<file path="config.mk">
export PLATFORM = sky130hd
export DESIGN_NAME = sym_game_ctrl
export DESIGN_NICKNAME = d
export VERILOG_FILES = /design/src/rtl/sym_game_ctrl.sv
export SDC_FILE = /design/constraint.sdc
export NUM_CORES = 1
export LEC_CHECK = 0
export ABC_AREA = 1
export BUFFER_PORTS_ARGS = -buffer_cell sky130_fd_sc_hd__buf_4
export CAP_MARGIN = 30
export CORE_ASPECT_RATIO = 1.4
export CORE_MARGIN = 10
export CORE_UTILIZATION = 50
export DETAILED_ROUTE_END_ITERATION = 12
export PLACE_DENSITY = 0.73
export REMOVE_ABC_BUFFERS = 1
export SLEW_MARGIN = 0
export SYNTH_ARGS = -nofsm -noshare
export SYNTH_HDL_FRONTEND = slang
export SYNTH_SLANG_ARGS = --single-unit
</file>
<file path="constraint.sdc">
create_clock -name Clk100M -period 2.8 [get_ports Clk100M]
set_input_delay 0.7 -clock Clk100M [delete_from_list [all_inputs] [get_ports Clk100M]]
set_output_delay 0.7 -clock Clk100M [all_outputs]
set_load 0.03 [all_outputs]
</file>
<file path="src/rtl/sym_game_ctrl.sv">
// Round sequencer for the symbol-counting game: idle/countdown/play/done FSM,
// generator speed control and saturating hit/miss scoring.
module sym_game_ctrl #(
   parameter logic [31:0] COUNTDOWN_CYC = 32'd300000000,
   parameter logic [31:0] GAME_CYC      = 32'd3000000000,
   parameter logic [31:0] START_MAX     = 32'd100000000,
   parameter logic [31:0] MIN_MAX       = 32'd10000000,
   parameter logic [31:0] STEP          = 32'd5000000,
   parameter logic [31:0] SPEEDUP_SYMS  = 32'd8,
   parameter logic [31:0] WINDOW_CYC    = 32'd50000000
) (
   input  logic        Clk100M,
   input  logic        rst_n,
   input  logic        startBtn,
   input  logic        playerBtn,
   input  logic        generated,
   input  logic        special,
   output logic        genSym,
   output logic [31:0] symGenMax,
   output logic [15:0] score,
   output logic [15:0] misses,
   output logic [1:0]  phase,
   output logic        gameOver
);

   typedef enum logic [1:0] {
      ST_IDLE      = 2'd0,
      ST_COUNTDOWN = 2'd1,
      ST_PLAY      = 2'd2,
      ST_DONE      = 2'd3
   } state_t;

   state_t      state_q, state_d;
   logic [31:0] timer_q, timer_d;
   logic [31:0] sym_cnt_q, sym_cnt_d;
   logic        win_open_q, win_open_d;
   logic [31:0] win_cnt_q, win_cnt_d;
   logic [31:0] sgm_d;
   logic [15:0] score_d, misses_d;
   logic        hit_evt, miss_evt;
   logic        win_expire;

   assign phase      = state_q;
   assign win_expire = win_open_q && (win_cnt_q == WINDOW_CYC - 32'd1);

   always_ff @(posedge Clk100M or negedge rst_n) begin
      if (!rst_n) begin
         state_q    <= ST_IDLE;
         timer_q    <= '0;
         sym_cnt_q  <= '0;
         win_open_q <= 1'b0;
         win_cnt_q  <= '0;
         symGenMax  <= START_MAX;
         score      <= '0;
         misses     <= '0;
         genSym     <= 1'b0;
         gameOver   <= 1'b0;
      end else begin
         state_q    <= state_d;
         timer_q    <= timer_d;
         sym_cnt_q  <= sym_cnt_d;
         win_open_q <= win_open_d;
         win_cnt_q  <= win_cnt_d;
         symGenMax  <= sgm_d;
         score      <= score_d;
         misses     <= misses_d;
         genSym     <= (state_d == ST_PLAY);
         gameOver   <= (state_d == ST_DONE);
      end
   end

   always_comb begin
      state_d    = state_q;
      timer_d    = timer_q;
      sym_cnt_d  = sym_cnt_q;
      win_open_d = win_open_q;
      win_cnt_d  = win_cnt_q;
      sgm_d      = symGenMax;
      score_d    = score;
      misses_d   = misses;
      hit_evt    = 1'b0;
      miss_evt   = 1'b0;
      case (state_q)
         ST_IDLE, ST_DONE: begin
            if (startBtn) begin
               state_d    = ST_COUNTDOWN;
               score_d    = '0;
               misses_d   = '0;
               sgm_d      = START_MAX;
               timer_d    = '0;
               sym_cnt_d  = '0;
               win_open_d = 1'b0;
               win_cnt_d  = '0;
            end
         end
         ST_COUNTDOWN: begin
            if (timer_q == COUNTDOWN_CYC - 32'd1) begin
               state_d = ST_PLAY;
               timer_d = '0;
            end else begin
               timer_d = timer_q + 32'd1;
            end
         end
         ST_PLAY: begin
            // Floor test is done on the difference so the subtraction never wraps.
            if (generated) begin
               if (sym_cnt_q == SPEEDUP_SYMS - 32'd1) begin
                  sym_cnt_d = '0;
                  sgm_d = (symGenMax > MIN_MAX && (symGenMax - MIN_MAX) >= STEP) ?
                          symGenMax - STEP : MIN_MAX;
               end else begin
                  sym_cnt_d = sym_cnt_q + 32'd1;
               end
            end
            // A new special retires an unanswered window as a miss; a press in the
            // same cycle answers the new window.
            if (special) begin
               miss_evt = win_open_q;
               if (playerBtn) begin
                  hit_evt    = 1'b1;
                  win_open_d = 1'b0;
               end else begin
                  win_open_d = 1'b1;
               end
               win_cnt_d = '0;
            end else if (playerBtn) begin
               hit_evt    = win_open_q;
               miss_evt   = !win_open_q;
               win_open_d = 1'b0;
               win_cnt_d  = '0;
            end else if (win_expire) begin
               miss_evt   = 1'b1;
               win_open_d = 1'b0;
               win_cnt_d  = '0;
            end else if (win_open_q) begin
               win_cnt_d = win_cnt_q + 32'd1;
            end
            if (hit_evt && score != 16'hFFFF)
               score_d = score + 16'd1;
            if (miss_evt && misses != 16'hFFFF)
               misses_d = misses + 16'd1;
            if (timer_q == GAME_CYC - 32'd1) begin
               state_d    = ST_DONE;
               timer_d    = '0;
               win_open_d = 1'b0;
               win_cnt_d  = '0;
            end else begin
               timer_d = timer_q + 32'd1;
            end
         end
         default: state_d = ST_IDLE;
      endcase
   end

endmodule

</file>
==> metrics.md <==
| Metric | Value |
|---|---|
| Result of the run | finished, final reports clean |
| Number of max-slew violations in the final report | 0 |
| Setup violation total in the final timing report | 0 |
| Req. time, crit path | 3.17 ns |
| FF/Latch Area | 3994 sq um |
| Non-Filler Cell Area, Final | 12420 sq um |
| Detailed-route via count | 10721 |
| Drt first-iter violations | 562 |
| First-pass GRT wire length | 50560 microns |
| Fmax | 0.3970 GHz |
| Final setup margin | 0.2811 ns |
| Post-synth ARST share | 1.000 |
| Area fraction in compound gates after synthesis | 0.09022 |
| Count of filler cells inserted in the layout | 2068 |
| Root Driver | clkbuf_16 |
| Clock transition at the registers of the reported paths | 0.07 ns |
| Proportion of layout cells with a drive suffix above 1 | 0.1323 |
| Starting utilization of the core area | 0.5055 |
| Placeable core area | 21700 sq um |
| Yosys warning count | 0 |
| Mean instance size in the synthesized netlist | 6.951 sq um |
| Final nets | 1669 |
| Setup slack of the worst register-to-register path | 0.28 ns |
| Post-synthesis mux area share | 0 |
| RSZ-0062 raised after global routing | true |
| Die H | 195.3 microns |
| Inserted Clock Buffers | 17 |
| Endpoint type of the worst setup path | flop |
| CTS Buffer Depth | 2 |
| Final clock period utilization by the worst path | 0.8996 |
| Total die area | 28350 sq um |
| Critical register-to-register path startpoint | symGenMax[8]$_DFFE_PN1P_ |
| Area overhead of the layout relative to synthesis | 13.27% |
| Sequential area share after synthesis | 0.3641 |
| Worst Tran Pin Value | 0.6524 ns |
| Antenna violations before repair | 0 |
| Count of cell types in the netlist | 53 |
| Adder-cell share of the synthesized area | 0.01483 |
| Max-Cap Viols | 0 |
| Type of the setup path with the least slack | reg -> reg |
| Count of pins on the block boundary | 74 |
| Post-detailed-route wirelength per cell | 15.27 microns |
| Inserted Diodes | 0 |
| Minimum period implied by the final worst setup slack | 2.519 ns |
| Worst-skew pair later-pin latency | 0.44 ns |
| H-Tree Level Count | 4 |
| Pin count of the biggest net entering global routing | 53 |
| Post-route ant nets | 0 |
| Number of cell rows | 64 |
| Reg2Reg Depth | 16 |
| VDD IR max | 0.0003328 V |
| Worst-case headroom to the max-slew limit | 0.5617 |
| Global Route Usage Sum | 0.2102 |
| Endpoint arrival time on the critical path | 2.89 ns |
| Post-Place Cells | 1922 |
| Xor and xnor area share after synthesis | 0.05909 |
| Post-placement setup slack | 0.1881 ns |
| Summed negative setup slack over all endpoints | 0 ns |
| Non-filler cells, final | 1960 |
| Number of remaining DRC errors | 0 |
| Final Hold Violating Endpoints | 0 |
| Remaining global-route overflow | 0 |
| Instance count of the mapped netlist | 1578 |
| Via count of the first global-routing pass | 10447 |
| Number of flops mapped to enable cells by yosys | 0 |
| HP Class | in -> async |
| Drt pass-1 iters | 5 |
| Worst R2R End | symGenMax[12]$_DFFE_PN0P_ |
| Multi-input logic area | 6038 sq um |
| Largest clock skew in the final design | 0.01178 ns |
| Sinks on the clock net | 159 |
| Placed Instance Area | 11800 sq um |
| Leading register cell type out of synthesis | dfrtp_1 |
| Detail-routed via count per cell | 5.470 |
| Largest driver fanout on the critical path | 9 |
| Utilization after layout | 0.5725 |
| RD Place Congestion | 0.9991 |
| Summed instance area of the synthesized netlist | 10970 sq um |
| Combinational family with the most area after synthesis | simple AND/OR/NAND/NOR gates |
| Final routed wirelength across all metal layers | 29930 microns |
| Power density over the cells | 407.8 nW/um^2 |
| Leakage power | 0.005900 uW |
| Half-perimeter wire length of the detailed placement result | 22700 microns |
| Simple-gate share of the synthesized area | 0.3827 |
| Number of port buffers | 67 |
| Width of the chip | 145.2 microns |
| Launching element type of the critical path | flop |
| Number of storage elements in the synthesis netlist | 159 |
| CTS tree | done |
==> cell usage in the layout (no fill, tap or decap), types with 6 or more instances in the layout <==
cell / synthesis / layout
xor2_1: 63 / 63
a21oi_1: 62 / 62
dfstp_2: 12 / 12
nor2_2: 7 / 10
nor2_4: 8 / 8
nand2_2: 12 / 13
nand4_1: 56 / 56
inv_1: 166 / 166
nand3_1: 113 / 113
nor2_1: 223 / 220
nand2_1: 369 / 368
inv_2: 17 / 17
buf_4: 15 / 91
o21ai_1: 9 / 9
conb_1: 1 / 6
and3_1: 6 / 6
clkbuf_16: 0 / 17
nor4_1: 28 / 28
nand3_2: 14 / 14
ha_1: 13 / 13
nor3_1: 69 / 69
o22ai_1: 10 / 10
dfrtp_1: 147 / 147
o21ai_0: 66 / 66
xnor2_1: 11 / 11
==> Yosys cell counts (3+ instances only) <==
cell      instances  area share
and3_1            6      0.0034
nand4_1          56       0.032
buf_4            15       0.010
dfrtp_1         147        0.34
nand3_1         113       0.052
nand2_1         369        0.13
dfstp_2          12       0.029
nor3_1           69       0.031
o31ai_1           4      0.0027
o21ai_0          66       0.030
nor3b_1           3      0.0021
nand3_2          14       0.013
o22ai_1          10      0.0057
o21ai_1           9      0.0041
inv_2            17      0.0058
clkinv_1          5      0.0017
inv_1           166       0.057
buf_1             3      0.0010
a21oi_1          62       0.028
a21oi_2           5      0.0040
nand2_2          12      0.0068
nor2_1          223       0.076
nor4_1           28       0.016
nor2_4            8      0.0082
ha_1             13       0.015
nand3b_1          4      0.0027
xnor2_1          11      0.0088
nor2_2            7      0.0040
buf_2            10      0.0046
a211oi_1          3      0.0021
clkbuf_1         18      0.0062
xor2_1           63       0.050
==> layout make-up <==
class                   count  area share
clock inverters            14    0.008862
clock buffers              18     0.03535
well taps                 297     0.02991
flip-flops and latches    159      0.3215
multi-input cells        1188      0.4860
repair buffers             96     0.06163
inverters                 188     0.05680
==> critical path, stage by stage (launching register included) <==
cell	delay, ns
dfstp_2	0.63
inv_1	0.08
ha_1	0.24
nor2_2	0.14
nand2_1	0.09
nand2_2	0.13
nand3_1	0.11
nand3_1	0.10
nand2_1	0.06
nor2_1	0.13
nand2_1	0.11
nor2_4	0.10
nand3_4	0.16
buf_12	0.19
nand3b_1	0.07
nand2_1	0.05
nand2_1	0.05
==> report_power, final <==
| group | internal [uW] | switching (uW) | leakage (uW) |
|---|---|---|---|
| Combinational | 142 | 298 | 0.00372 |
| Sequential | 2370 | 85.3 | 0.00192 |
| Clock | 1170 | 1010 | 0.000265 |
| Total | 3680 | 1390 | 0.00590 |
==> per-stage QoR <==
stage	power (uW)	hold WS (ns)
finish	5067	0.2186
global route	5263	0.2499
CTS	5109	0.2268
detailed placement	2928	0.4990
global placement	2922	0.4846
floorplan	2760	0.4044
==> cell families after synthesis <==
group | count (synthesis)
buf+inv | 236
compound gates | 175
fa+ha+maj | 13
simple gates | 920
flops | 159
other cells | 1
xor+xnor | 74
==> routing by layer <==
layer  vias to the layer above  track usage  routed length (microns)
met5                         -            0                        0
met2                       273       0.3717                    15230
met1                      5069       0.2459                    12360
li1                       5314            -                        -
met3                        65      0.03957                     1527
met4                         0      0.08221                      811
==> worst max-delay path by stage <==
| stage | startpoint | to | slack (ns) | depth (start not counted) |
|---|---|---|---|---|
| final | symGenMax[8]$_DFFE_PN1P_ | symGenMax[12]$_DFFE_PN0P_ | 0.28 | 16 |
| after detailed placement | symGenMax[8]$_DFFE_PN1P_ | symGenMax[31]$_DFFE_PN0P_ | 0.19 | 15 |
| after floorplan | phase[0]$_DFF_PN0_ | sym_cnt_q[11]$_DFFE_PN0P_ | -0.83 | 8 |
| after global routing | phase[0]$_DFF_PN0_ | sym_cnt_q[20]$_DFFE_PN0P_ | -0.04 | 16 |
| after CTS | symGenMax[8]$_DFFE_PN1P_ | symGenMax[31]$_DFFE_PN0P_ | 0.16 | 15 |
| after global placement | phase[0]$_DFF_PN0_ | sym_cnt_q[20]$_DFFE_PN0P_ | 0.27 | 16 |
==> what timing repair did <==
action,4_1_cts,5_1_grt
resized for setup,0,5
buffers inserted,0,6
setup endpoints to repair,0,18
hold buffers,0,0
==> flip-flops by register name, summed over array words and instances, names as in the netlist <==
| signal | cells |
|---|---|
| score | 16 |
| genSym | 1 |
| timer_q | 32 |
| symGenMax | 26 |
| win_cnt_q | 32 |
| phase | 2 |
| win_open_q | 1 |
| sym_cnt_q | 32 |
| gameOver | 1 |
| misses | 16 |
Power figures use the tool's default switching activity.
